--- src/rtl/fetch_stage.sv ---
// fetch_stage: holds the fetch PC, issues PC-tagged word requests and buffers returned instructions for decode.
// Latency: request combinational from fetch_pc; a response is visible to decode the cycle after it returns.
// Backpressure: issue waits for outstanding/buffer headroom; decode stall holds the head; flush discards in-flight work.
// Optional build macro FETCH_ERR_EN adds i_imem_rsp_err / o_if_fault and blocks issue after a buffered error.
module fetch_stage #(
  parameter logic [31:0] RESET_PC        = 32'h0000_0000,
  parameter int          FIFO_DEPTH      = 2,
  parameter int          MAX_OUTSTANDING = 2
) (
  input  logic        clk,
  input  logic        rst_n,
  input  logic        i_stall,
  input  logic        i_flush,
  input  logic [31:0] i_redirect_pc,
  output logic        o_imem_req_valid,
  input  logic        i_imem_req_ready,
  output logic [31:0] o_imem_req_addr,
  input  logic        i_imem_rsp_valid,
  input  logic [31:0] i_imem_rsp_data,
`ifdef FETCH_ERR_EN
  input  logic        i_imem_rsp_err,
  output logic        o_if_fault,
`endif
  output logic        o_if_valid,
  output logic [31:0] o_if_pc,
  output logic [31:0] o_if_instr
);

  localparam int OW  = $clog2(MAX_OUTSTANDING + 1);
  localparam int TAW = (MAX_OUTSTANDING > 1) ? $clog2(MAX_OUTSTANDING) : 1;
  localparam int FCW = $clog2(FIFO_DEPTH + 1);
  localparam int BAW = $clog2(FIFO_DEPTH);
`ifdef FETCH_ERR_EN
  localparam int PW  = 65;
`else
  localparam int PW  = 64;
`endif

  logic [31:0]    fetch_pc;
  logic [OW-1:0]  outstanding;
  logic [OW-1:0]  drop_cnt;

  // PC tag queue: one entry per live (non-dropped) request
  logic [31:0]    tag_mem [MAX_OUTSTANDING];
  logic [TAW-1:0] tag_wr;
  logic [TAW-1:0] tag_rd;
  logic [OW-1:0]  tag_count;

  // instruction buffer: {fault?, pc, instr}
  logic [PW-1:0]  buf_mem [FIFO_DEPTH];
  logic [BAW-1:0] buf_wr;
  logic [BAW-1:0] buf_rd;
  logic [FCW-1:0] fifo_count;
  logic [PW-1:0]  buf_head;
  logic [PW-1:0]  buf_push_dat;

  logic           issue_ok;
  logic           accept;
  logic           rsp_live;
  logic           rsp_keep;
  logic           consume;
  logic           buf_nonempty;
  logic [31:0]    in_flight_sum;
`ifdef FETCH_ERR_EN
  logic           err_hold;
`endif

  // issue gate: live responses plus buffered entries must never exceed buffer space
  always_comb begin
    in_flight_sum = 32'(outstanding) - 32'(drop_cnt) + 32'(fifo_count);
    issue_ok = rst_n && !i_flush
               && (outstanding < OW'(MAX_OUTSTANDING))
               && (in_flight_sum < 32'(FIFO_DEPTH));
`ifdef FETCH_ERR_EN
    issue_ok = issue_ok && !err_hold;
`endif
  end

  assign o_imem_req_valid = issue_ok;
  assign o_imem_req_addr  = fetch_pc;
  assign accept           = issue_ok && i_imem_req_ready;
  // a response with nothing outstanding is a protocol error and is ignored
  assign rsp_live         = i_imem_rsp_valid && (outstanding != '0);
  assign rsp_keep         = rsp_live && (drop_cnt == '0) && !i_flush;
  assign buf_nonempty     = (fifo_count != '0);
  assign o_if_valid       = buf_nonempty && !i_flush;
  assign consume          = o_if_valid && !i_stall;

  // fetch PC, outstanding count and stale-response drop count
  always_ff @(posedge clk) begin
    if (!rst_n) begin
      fetch_pc    <= RESET_PC;
      outstanding <= '0;
      drop_cnt    <= '0;
    end else begin
      if (i_flush)
        fetch_pc <= i_redirect_pc & 32'hFFFF_FFFC;
      else if (accept)
        fetch_pc <= fetch_pc + 32'd4;

      case ({accept, rsp_live})
        2'b10:   outstanding <= outstanding + OW'(1);
        2'b01:   outstanding <= outstanding - OW'(1);
        default: outstanding <= outstanding;
      endcase

      // everything still in flight after this cycle's response belongs to the old stream
      if (i_flush)
        drop_cnt <= rsp_live ? (outstanding - OW'(1)) : outstanding;
      else if (rsp_live && (drop_cnt != '0))
        drop_cnt <= drop_cnt - OW'(1);
    end
  end

  // tag queue pointers: push on accept, pop on every kept response, clear on flush
  always_ff @(posedge clk) begin
    if (!rst_n || i_flush) begin
      tag_wr    <= '0;
      tag_rd    <= '0;
      tag_count <= '0;
    end else begin
      if (accept)
        tag_wr <= (tag_wr == TAW'(MAX_OUTSTANDING - 1)) ? '0 : tag_wr + TAW'(1);
      if (rsp_keep)
        tag_rd <= (tag_rd == TAW'(MAX_OUTSTANDING - 1)) ? '0 : tag_rd + TAW'(1);
      case ({accept, rsp_keep})
        2'b10:   tag_count <= tag_count + OW'(1);
        2'b01:   tag_count <= tag_count - OW'(1);
        default: tag_count <= tag_count;
      endcase
    end
  end

  // tag storage write
  always_ff @(posedge clk) begin
    if (accept)
      tag_mem[tag_wr] <= fetch_pc;
  end

`ifdef FETCH_ERR_EN
  assign buf_push_dat = {i_imem_rsp_err, tag_mem[tag_rd], i_imem_rsp_data};
`else
  assign buf_push_dat = {tag_mem[tag_rd], i_imem_rsp_data};
`endif

  // instruction buffer pointers: push on kept response, pop on consume, clear on flush
  always_ff @(posedge clk) begin
    if (!rst_n || i_flush) begin
      buf_wr     <= '0;
      buf_rd     <= '0;
      fifo_count <= '0;
    end else begin
      if (rsp_keep)
        buf_wr <= buf_wr + BAW'(1);
      if (consume)
        buf_rd <= buf_rd + BAW'(1);
      case ({rsp_keep, consume})
        2'b10:   fifo_count <= fifo_count + FCW'(1);
        2'b01:   fifo_count <= fifo_count - FCW'(1);
        default: fifo_count <= fifo_count;
      endcase
    end
  end

  // instruction buffer storage write
  always_ff @(posedge clk) begin
    if (rsp_keep)
      buf_mem[buf_wr] <= buf_push_dat;
  end

  assign buf_head   = buf_mem[buf_rd];
  assign o_if_pc    = buf_nonempty ? buf_head[63:32] : 32'h0;
  assign o_if_instr = buf_nonempty ? buf_head[31:0]  : 32'h0;

`ifdef FETCH_ERR_EN
  assign o_if_fault = buf_nonempty ? buf_head[64] : 1'b0;

  // once a faulting fetch is buffered, stop fetching down that path until redirected
  always_ff @(posedge clk) begin
    if (!rst_n || i_flush)
      err_hold <= 1'b0;
    else if (rsp_keep && i_imem_rsp_err)
      err_hold <= 1'b1;
  end
`endif

  a_rsp_without_req: assert property (@(posedge clk) disable iff (!rst_n)
    !(i_imem_rsp_valid && (outstanding == '0)));

  a_tag_tracking: assert property (@(posedge clk) disable iff (!rst_n)
    (32'(tag_count) + 32'(drop_cnt)) == 32'(outstanding));

endmodule

--- config.mk ---
export PLATFORM = sky130hd
export DESIGN_NAME = fetch_stage
export DESIGN_NICKNAME = d
export VERILOG_FILES = /design/src/rtl/fetch_stage.sv
export SDC_FILE = /design/constraint.sdc
export NUM_CORES = 1
export LEC_CHECK = 0
export CAP_MARGIN = 20
export CORE_UTILIZATION = 40
export CTS_BUF_LIST = sky130_fd_sc_hd__clkbuf_8
export DETAILED_ROUTE_END_ITERATION = 7
export SYNTH_ARGS = -nofsm -noshare
export SYNTH_HDL_FRONTEND = slang
export SYNTH_SLANG_ARGS = --single-unit
--- constraint.sdc ---
create_clock -name clk -period 5.75 [get_ports clk]
set_clock_uncertainty 0.15 [all_clocks]
set_input_delay 1.15 -clock clk [delete_from_list [all_inputs] [get_ports clk]]
set_output_delay 1.15 -clock clk [all_outputs]
set_load 0.03 [all_outputs]
==> results of run 1 <==
where the power goes:
part	total, uW	switching, uW	leakage [uW]	internal [uW]
sequential	1940	57.0	0.00202	1880
clock	1300	599	0.000389	699
combinational	509	295	0.00147	214
metal layers:
layer | share of wire, % | up-vias | wire, um
met2 | 49 | 230 | 10200
met5 | 0 | - | 0
met1 | 43 | 2928 | 9010
li1 | - | 2870 | -
met4 | 2.4 | 0 | 510
met3 | 5.7 | 40 | 1180
cells by family after synthesis:
family / Yosys count / synth area share (%)
DFF: 226 / 68.6
and+or+nand+nor: 184 / 9.40
AOI/OAI and AO/OA: 93 / 6.52
muxes: 93 / 10.4
buffers and inverters: 53 / 2.47
xor gates and xnor gates: 12 / 1.13
adders and majority gates: 9 / 1.38
other: 1 / 0.0404
Yosys cell counts (all sizes together), types with 2 or more instances:
master	count	share of area, %
edfxtp	184	60
nor2	89	3.6
mux2i	63	6.8
dfxtp	42	9.1
mux2	30	3.6
nand2	30	1.2
a21oi	27	1.5
buf	20	1.1
o21ai	18	0.97
clkbuf	17	0.70
inv	15	0.61
nand3	13	0.70
nor3	13	0.76
a31oi	10	0.67
nand4	9	0.67
ha	7	0.94
xnor2	7	0.66
a32oi	5	0.47
or3	5	0.34
xor2	5	0.47
a22oi	4	0.32
and3	4	0.27
nor2b	4	0.27
nor4	4	0.34
o211ai	4	0.32
a211oi	3	0.24
a22o	3	0.28
and2	3	0.20
o21a	3	0.24
fa	2	0.43
nand2b	2	0.13
nand4b	2	0.19
o311ai	2	0.19
area by class of cell:
class | count | area (um2) | area share (%)
Tap cell | 285 | 357 | 2.99
Sequential cell | 226 | 6370 | 53.5
Clock buffer | 41 | 564 | 4.74
Inverter | 16 | 60.1 | 0.504
Multi-Input combinational cell | 395 | 2720 | 22.8
Timing Repair Buffer | 173 | 1710 | 14.4
Clock inverter | 24 | 126 | 1.06
layout by cell type, fill, tap and decap left out, drive strengths merged, types with 7 or more instances in the layout:
cell type / synthesis / routed
a21oi: 27 / 27
a31oi: 10 / 10
clkbuf: 17 / 41
o21ai: 18 / 18
nor3: 13 / 13
nand2: 30 / 30
buf: 20 / 12
clkinv: 1 / 14
dfxtp: 42 / 42
clkdlybuf4s50: 0 / 161
edfxtp: 184 / 184
ha: 7 / 7
mux2i: 63 / 63
nand4: 9 / 9
xnor2: 7 / 7
nor2: 89 / 89
mux2: 30 / 30
inv: 15 / 24
nand3: 13 / 13
sequential cells by signal, summed over array words and instances (netlist names), named ones only:
name	cells
fifo_count	2
tag_wr	1
buf_rd	1
outstanding	2
drop_cnt	2
buf_wr	1
o_imem_req_addr	30
tag_mem	60
tag_rd	1
buf_mem	124
per-stage QoR:
| step | util (%) | instance area [um2] | setup slack [ns] | power [uW] | hold WS, ns |
|---|---|---|---|---|---|
| 2_1_floorplan | - | 9290 | 0.719 | 2280 | 0.322 |
| 3_3_place_gp | 49.3 | 11200 | 1.45 | 2460 | 0.327 |
| 3_5_place_dp | 49.3 | 11200 | 1.41 | 2480 | 0.346 |
| 4_1_cts | 52.3 | 11900 | 1.09 | 3790 | 0.363 |
| 5_1_grt | 52.4 | 11900 | 0.944 | 3920 | 0.399 |
| 6_report | 52.4 | 11900 | 1.15 | 3740 | 0.357 |
worst min path at each step:
stage	start	end	slack, ns
CTS	tag_rd	register	0.36
finish	tag_rd	register	0.36
detailed placement	tag_rd	register	0.35
global route	o_imem_req_addr[13]	tag_mem[1][13]	0.40
global placement	buf_rd	register	0.33
floorplan	tag_rd	register	0.32
worst max-delay path, cell delays in order (launching register included):
cell and delay [ns]:
dfxtp_1 0.37, inv_1 0.08, ha_1 0.21, fa_1 0.48
inv_1 0.07, fa_1 0.50, nor4b_4 0.25, o211a_1 0.17
clkdlybuf4s50_1 0.67
==> metrics.csv, run 1 <==
stage;metric;value;unit
status;outcome;complete, no violations;
critical_path;rrSetupSlack;1.75;ns
final_layout;diodes;0;
cts;clk_pin_slew;0.06;ns
placed_design;gp_congestion;0.870;
timing;slew_viol_final;0;
cts;clock_sinks;226;
final_layout;final_cells;1160;
timing;tightest_slew;0.948;ns
synth;synth_warnings;0;
synth;syn_avg_cell_area;13.8;um2
routing;wl;20.9;mm
cts;post-cts-setup-buffers;0;
timing;finalSetupViolCount;0;
routing;routedWlPerCell;18.0;um
critical_path;startpoint;outstanding[0];
timing;fmax;217;MHz
synth;syn_inst;671;
synth;synth-seq-area-share;68.6;%
global_routing;grtUsageMet1;22.4;%
cts;cts_buffer_depth;3;
flow_run;maxCapViolations;0;
cts;cts_buffers;38;
final_layout;nets;929;
power;p_per_area;314;mW/mm2
synth;syn_area;0.00928;mm2
timing;maxSlewHeadroom;36.8;%
min_path;hold_depth;2;
placed_design;dp_hpwl;13.4;mm
critical_path;critPathArrivalTime;3.30;ns
timing;rsz0062_at_grt;false;
timing;period_needed;4.60;ns
power;power.leakage;0.00387;uW
floorplanning;io_pins;168;
global_routing;grt_pass1_wl;33.4;mm
floorplanning;dieWidth;154;um
floorplanning;core_region_area;0.0227;mm2
floorplanning;start_util;40.8;%
cts;cts_tree;yes;
cts;cts_resized;0;
cts;cts_hold_buf;0;
global_routing;first_global_vias;6212;
final_layout;area_growth;28.4;%
synth;synthFlopType;edfxtp_1;
routing;drc_errors;0;
synth;ys_ff_latch;226;
critical_path;endpoint;o_imem_req_valid;
global_routing;use_met2;30.8;%
critical_path;cp-start-kind;register;
floorplanning;dieArea;0.0238;mm2
synth;synth_enable_flop_cells;184;
critical_path;crit_type;reg -> out;
global_routing;grtUsageTotal;18.1;%
final_layout;num-fill-cells;1925;
routing;vias;6068;
critical_path;path_max_fanout;3;
critical_path;crit_required;4.45;ns
power;irDropWorstVdd;173;uV
timing;fin_crit_sh;80.0;%
global_routing;use_met3;4.01;%
cts;cts_root_buf;clkbuf_8;
timing;finalSetupTns;0;ns
global_routing;grt.busiest_layer;met2;
synth;synth_cell_types;63;
placed_design;portBuffers;161;
timing;final_hold_viol_count;0;
cts;htree_num_levels;2;
critical_path;reg2reg_depth;11;
critical_path;r2r-end;tag_mem[0][26];
critical_path;cp-end-kind;output pin;
synth;synth_async_sr_flop_share;0;%
routing;drtAntennaViolNets;0;
floorplanning;rows;55;
routing;drtIter0Drc;357;
routing;drt_pass1_iterations;5;
global_routing;gr-total-overflow;0;
global_routing;antenna_found_initial;0;
routing;via_per_inst;5.23;
critical_path;r2r_start;outstanding[0];
global_routing;grt_start_max_net_pins;63;
placed_design;dpl.cell_count;1094;
final_layout;layout-drive-gt1-share;11.8;%
cts;clk_latency;0.52;ns
floorplanning;die_h;154;um
min_path;hold_path.class;reg -> reg;
Power figures use the tool's default switching activity.
==> run 2, diff against run 1 <==
- clock period: 5.75 -> 4.8 ns (I/O delays scaled with it)
==> run 2 against run 1 <==
Against the previous run:
- via count decreased by 0.21%
- wire length is 1.8% lower
- die area unchanged
- sequential share of layout area is 0.10 points lower
- core utilization rose by 0.099 points
- critical path type unchanged
- largest cell class unchanged
- highest routed layer unchanged
==> metrics.csv, run 2 (same netlist as run 1, synthesis figures left out) <==
stage;metric;value;unit;change
timing;fin_crit_sh;91.7;%;
critical_path;critPathArrivalTime;3.29;ns;was 3.30 ns
floorplanning;dieArea;0.0238;mm2;unchanged
placed_design;gp_congestion;0.821;;was 0.870
critical_path;crit_slowest_cell;clkdlybuf4s50_1;;unchanged
global_routing;grtUsageTotal;17.5;%;was 18.1%
critical_path;crit_family;adder cells;;unchanged
placed_design;dpl.cell_count;1099;;was 1094
min_path;hold_path.class;reg -> reg;;unchanged
timing;slew_viol_final;0;;unchanged
timing;fmax;227;MHz;
cts;cts_buffers;38;;unchanged
routing;met2_length;9.72;mm;was 10.2 mm
timing;tightest_slew;0.934;ns;was 0.948 ns
routing;drt_pass1_iterations;5;;unchanged
power;power.leakage;0.00393;uW;was 0.00387 uW
final_layout;final_cells;1168;;was 1160
global_routing;antenna_found_initial;0;;unchanged
timing;maxSlewHeadroom;37.8;%;was 36.8%
final_layout;diodes;0;;unchanged
final_layout;nets;933;;was 929
final_layout;largest_register_ffs;124;;unchanged
timing;fin_ws;0.399;ns;was 1.15 ns
timing;finalSetupTns;0;ns;unchanged
placed_design;portBuffers;161;;unchanged
cts;cts_root_buf;clkbuf_8;;unchanged
final_layout;layout_commonest_cell;edfxtp_1;;unchanged
final_layout;layout_common_cells;edfxtp_1 (184), clkdlybuf4s50_1 (161), nor2_1 (85), mux2i_1 (63), dfxtp_1 (41);;was edfxtp_1 (184), clkdlybuf4s50_1 (161), nor2_1 (85), mux2i_1 (63)
cts;cts_buffer_depth;3;;unchanged
global_routing;first_global_vias;6056;;was 6212
cts;clk_latency;0.51;ns;was 0.52 ns
cts;cts_hold_buf;0;;unchanged
critical_path;cp_cell_sequence;inv_1 -> ha_1 -> fa_1 -> inv_1 -> fa_1 -> nor4b_4 -> o211a_1 -> clkdlybuf4s50_1;;unchanged
routing;drc_errors;0;;unchanged
routing;routedWlPerCell;17.6;um;was 18.0 um
timing;period_needed;4.40;ns;
cts;cts_resized;0;;unchanged
routing;wl;20.5;mm;was 20.9 mm
timing;final_hold_viol_count;0;;unchanged
routing;top_layer_used;met4;;unchanged
final_layout;fin_util;52.5;%;was 52.4%
critical_path;crit_required;3.69;ns;was 4.45 ns
status;outcome;complete, no violations;;unchanged
floorplanning;start_util;40.8;%;unchanged
floorplanning;dieWidth;154;um;unchanged
placed_design;dp_hpwl;13.5;mm;was 13.4 mm
critical_path;cp-start-kind;register;;unchanged
critical_path;path_max_fanout;3;;unchanged
floorplanning;core_region_area;0.0227;mm2;unchanged
timing;finalSetupViolCount;0;;unchanged
routing;wl_met3;1.51;mm;was 1.18 mm
cts;cts_tree;yes;;unchanged
final_layout;num-fill-cells;1935;;was 1925
final_layout;seq_area;0.00637;mm2;unchanged
power;irDropWorstVdd;170;uV;was 173 uV
placed_design;dp_slack;0.901;ns;was 1.41 ns
routing;drtIter0Drc;406;;was 357
cts;htree_num_levels;2;;unchanged
routing;via_per_inst;5.18;;was 5.23
routing;drtAntennaViolNets;0;;unchanged
global_routing;grt_pass1_wl;32.5;mm;was 33.4 mm
power;p_per_area;373;mW/mm2;was 314 mW/mm2
flow_run;maxCapViolations;0;;unchanged
routing;m1WireLength;8.83;mm;was 9.01 mm
final_layout;layout-drive-gt1-share;11.7;%;was 11.8%
cts;clk_pin_slew;0.06;ns;about the same
final_layout;multi_input_area;0.00272;mm2;unchanged
floorplanning;die_h;154;um;unchanged
critical_path;crit_type;reg -> out;;unchanged
final_layout;area_growth;28.6;%;was 28.4%
power;power;4450;uW;was 3740 uW
cts;post-cts-setup-buffers;0;;unchanged
global_routing;grt_start_max_net_pins;63;;unchanged
cts;clock_sinks;226;;unchanged
critical_path;cp-end-kind;output pin;;unchanged
final_layout;max_flop_register;buf_mem;;unchanged
critical_path;critPathBufInv;3;;unchanged
floorplanning;rows;55;;unchanged
routing;vias;6055;;was 6068
timing;rsz0062_at_grt;false;;unchanged
floorplanning;io_pins;168;;unchanged
global_routing;gr-total-overflow;0;;unchanged
critical_path;cpPeakStageDelay;0.66;ns;was 0.67 ns
[run 2: worst paths after layout]
path / slack, ns / end / depth (start not counted) / from
min reg2reg: 0.36 / tag_rd / 2 / tag_rd
max reg2reg: 1.15 / o_imem_req_addr[25] / 11 / outstanding[0]
min: 0.36 / tag_rd / 2 / tag_rd
max: 0.40 / o_imem_req_valid / 8 / outstanding[0]
[run 2: cell type report]
class                           count  area share (%)
Clock buffer                       39            4.50
Clock inverter                     30            1.23
Inverter                           16           0.503
Multi-Input combinational cell    395            22.8
Sequential cell                   226            53.4
Tap cell                          285            2.99
Timing Repair Buffer              177            14.6
[run 2: report_power, final]
group	leakage, uW	switching [uW]	internal, uW
Clock	0.000425	711	808
Sequential	0.00202	66.9	2250
Combinational	0.00148	353	263
Total	0.00393	1130	3320
[run 2: tightest hold or removal path: cells and delay by family (launching register included)]
| kind | cells | cell delay (ns) |
|---|---|---|
| DFF | 1 | 0.32 |
| xor gates and xnor gates | 1 | 0.08 |
| and+or+nand+nor | 1 | 0.07 |
[run 2: per-stage QoR]
step	area [um2]	hold WS [ns]
2_1_floorplan	9290	0.322
3_3_place_gp	11200	0.327
3_5_place_dp	11200	0.350
4_1_cts	11900	0.364
5_1_grt	11900	0.384
6_report	11900	0.363
[run 2: per-layer routing]
layer	track usage, %	up-vias
li1	-	2874
met1	22.4	2892
met2	28.4	253
met3	4.68	36
met4	6.88	0
met5	0	-
==> run 3, diff against run 2 <==
- PLACE_DENSITY: not set -> 0.65
- TNS_END_PERCENT: not set -> 1
==> run 3 against run 2 <==
Against the previous run:
- clock power rose by 7%
- final area grew 0.32%
- combinational power decreased by 0.8%
- wire length fell by 1.8%
- critical endpoint unchanged
- critical path depth unchanged
==> metrics.csv, run 3 (same netlist as run 1, synthesis figures left out) <==
stage;metric;value;unit;change
routing;drtIter0Drc;344;;was 406
routing;routedWlPerCell;17.3;um;was 17.6 um
routing;via_per_inst;5.16;;was 5.18
timing;finalSetupViolCount;0;;unchanged
final_layout;max_flop_register;buf_mem;;unchanged
floorplanning;dieArea;0.0238;mm2;unchanged
flow_run;maxCapViolations;0;;unchanged
final_layout;area_growth;29.0;%;was 28.6%
cts;cts_hold_buf;0;;unchanged
timing;tightest_slew;0.940;ns;was 0.934 ns
placed_design;dp_hpwl;12.8;mm;was 13.5 mm
power;power.leakage;0.00391;uW;was 0.00393 uW
cts;cts_tree;yes;;unchanged
timing;rsz0062_at_grt;false;;unchanged
global_routing;grtUsageTotal;17.1;%;was 17.5%
cts;clk_pin_slew;0.06;ns;about the same
cts;htree_num_levels;2;;unchanged
placed_design;portBuffers;161;;unchanged
floorplanning;io_pins;168;;unchanged
timing;maxSlewHeadroom;37.3;%;was 37.8%
timing;fin_ws;0.390;ns;was 0.399 ns
timing;finalSetupTns;0;ns;unchanged
power;p_per_area;381;mW/mm2;was 373 mW/mm2
placed_design;dp_slack;0.926;ns;was 0.901 ns
cts;cts_buffers;38;;unchanged
timing;fmax;227;MHz;about the same
global_routing;grt_start_max_net_pins;63;;unchanged
floorplanning;rows;55;;unchanged
critical_path;r2r_start;outstanding[0];;unchanged
final_layout;num-fill-cells;1929;;was 1935
routing;drtAntennaViolNets;0;;unchanged
final_layout;layout-drive-gt1-share;12.3;%;was 11.7%
routing;wl;20.1;mm;was 20.5 mm
final_layout;largest_register_ffs;124;;unchanged
floorplanning;die_h;154;um;unchanged
placed_design;gp_congestion;0.812;;was 0.821
floorplanning;core_region_area;0.0227;mm2;unchanged
critical_path;crit_type;reg -> out;;unchanged
floorplanning;start_util;40.8;%;unchanged
final_layout;layout_common_cells;edfxtp_1 (184), clkdlybuf4s50_1 (161), nor2_1 (85), mux2i_1 (63), clkbuf_8 (42);;was edfxtp_1 (184), clkdlybuf4s50_1 (161), nor2_1 (85), mux2i_1 (63), dfxtp_1 (41)
min_path;hold_path.class;reg -> reg;;unchanged
timing;period_needed;4.41;ns;was 4.40 ns
timing;slew_viol_final;0;;unchanged
routing;drt_pass1_iterations;5;;unchanged
timing;final_hold_viol_count;0;;unchanged
cts;cts_root_buf;clkbuf_8;;unchanged
floorplanning;dieWidth;154;um;unchanged
cts;clock_sinks;226;;unchanged
critical_path;reg2reg_depth;10;;was 11
cts;cts_buffer_depth;3;;unchanged
critical_path;crit_required;3.69;ns;about the same
cts;post-cts-setup-buffers;0;;unchanged
final_layout;final_cells;1162;;was 1168
critical_path;cp-start-kind;register;;unchanged
global_routing;gr-total-overflow;0;;unchanged
placed_design;dpl.cell_count;1100;;was 1099
critical_path;critPathArrivalTime;3.30;ns;was 3.29 ns
global_routing;first_global_vias;5826;;was 6056
critical_path;cp-end-kind;output pin;;unchanged
critical_path;rrSetupSlack;1.09;ns;was 1.15 ns
cts;clk_latency;0.52;ns;was 0.51 ns
power;irDropWorstVdd;217;uV;was 170 uV
timing;fin_crit_sh;91.9;%;was 91.7%
status;outcome;complete, no violations;;unchanged
critical_path;path_max_fanout;3;;unchanged
routing;vias;5991;;was 6055
routing;drc_errors;0;;unchanged
final_layout;layout_commonest_cell;edfxtp_1;;unchanged
cts;cts_resized;0;;unchanged
final_layout;nets;934;;was 933
critical_path;r2r-end;tag_mem[0][5];;was o_imem_req_addr[25]
final_layout;diodes;0;;unchanged
min_path;min_from;buf_rd;;was tag_rd
global_routing;grt_pass1_wl;31.4;mm;was 32.5 mm
global_routing;antenna_found_initial;0;;unchanged
min_path;hold_depth;2;;unchanged
-- run 3: changes by cell type in the layout (fill, tap and decap cells not counted) --
cell / before / now
inv_1: 35 / 24
buf_4: 15 / 16
clkbuf_8: 39 / 42
bufinv_16: 1 / 2
-- run 3: how the worst max path moves through the flow --
stage | slack [ns] | from | cells after the start | endpoint
2_1_floorplan | 0.49 | outstanding[0] | 10 | tag_mem[0][10]
3_3_place_gp | 0.91 | outstanding[0] | 8 | o_imem_req_valid
3_5_place_dp | 0.93 | outstanding[0] | 8 | o_imem_req_valid
4_1_cts | 0.35 | outstanding[0] | 8 | o_imem_req_valid
5_1_grt | 0.22 | outstanding[0] | 8 | o_imem_req_valid
6_report | 0.39 | outstanding[0] | 8 | o_imem_req_valid
-- run 3: routing by layer --
metal  vias up  track usage [%]  part of all wire (%)
li1       2871                -                     -
met1      2889             22.1                    44
met2       191             27.5                    48
met3        40             3.87                   5.4
met4         0             7.50                   3.1
met5         -                0                     0
-- run 3: stage by stage --
step	area, um2	util [%]	power, uW	hold slack (ns)
global placement	11300	49.6	2960	0.330
floorplan	9290	-	2730	0.322
finish	12000	52.7	4560	0.357
detailed placement	11300	49.6	2970	0.346
global route	12000	52.7	4760	0.379
CTS	12000	52.7	4610	0.354
-- run 3: critical path, stage by stage, from the launching register on --
cell and delay (ns):
dfxtp_1 0.37, inv_1 0.08, ha_1 0.21, fa_1 0.47, inv_1 0.06, fa_1 0.49, nor4b_4 0.24, o211a_1 0.18
clkdlybuf4s50_1 0.66
-- run 3: power by group --
| part | switching (uW) | internal [uW] |
|---|---|---|
| combinational | 349 | 262 |
| clock | 723 | 902 |
| sequential | 69.1 | 2250 |
-- run 3: layout make-up --
class	instances	area [um2]	area share (%)
clock buffer	42	578	4.83
inverter	16	60.1	0.502
tap	285	357	2.98
timing repair buffer	178	1750	14.6
multi-input combinational	395	2720	22.7
sequential	226	6370	53.2
clock inverter	20	135	1.13
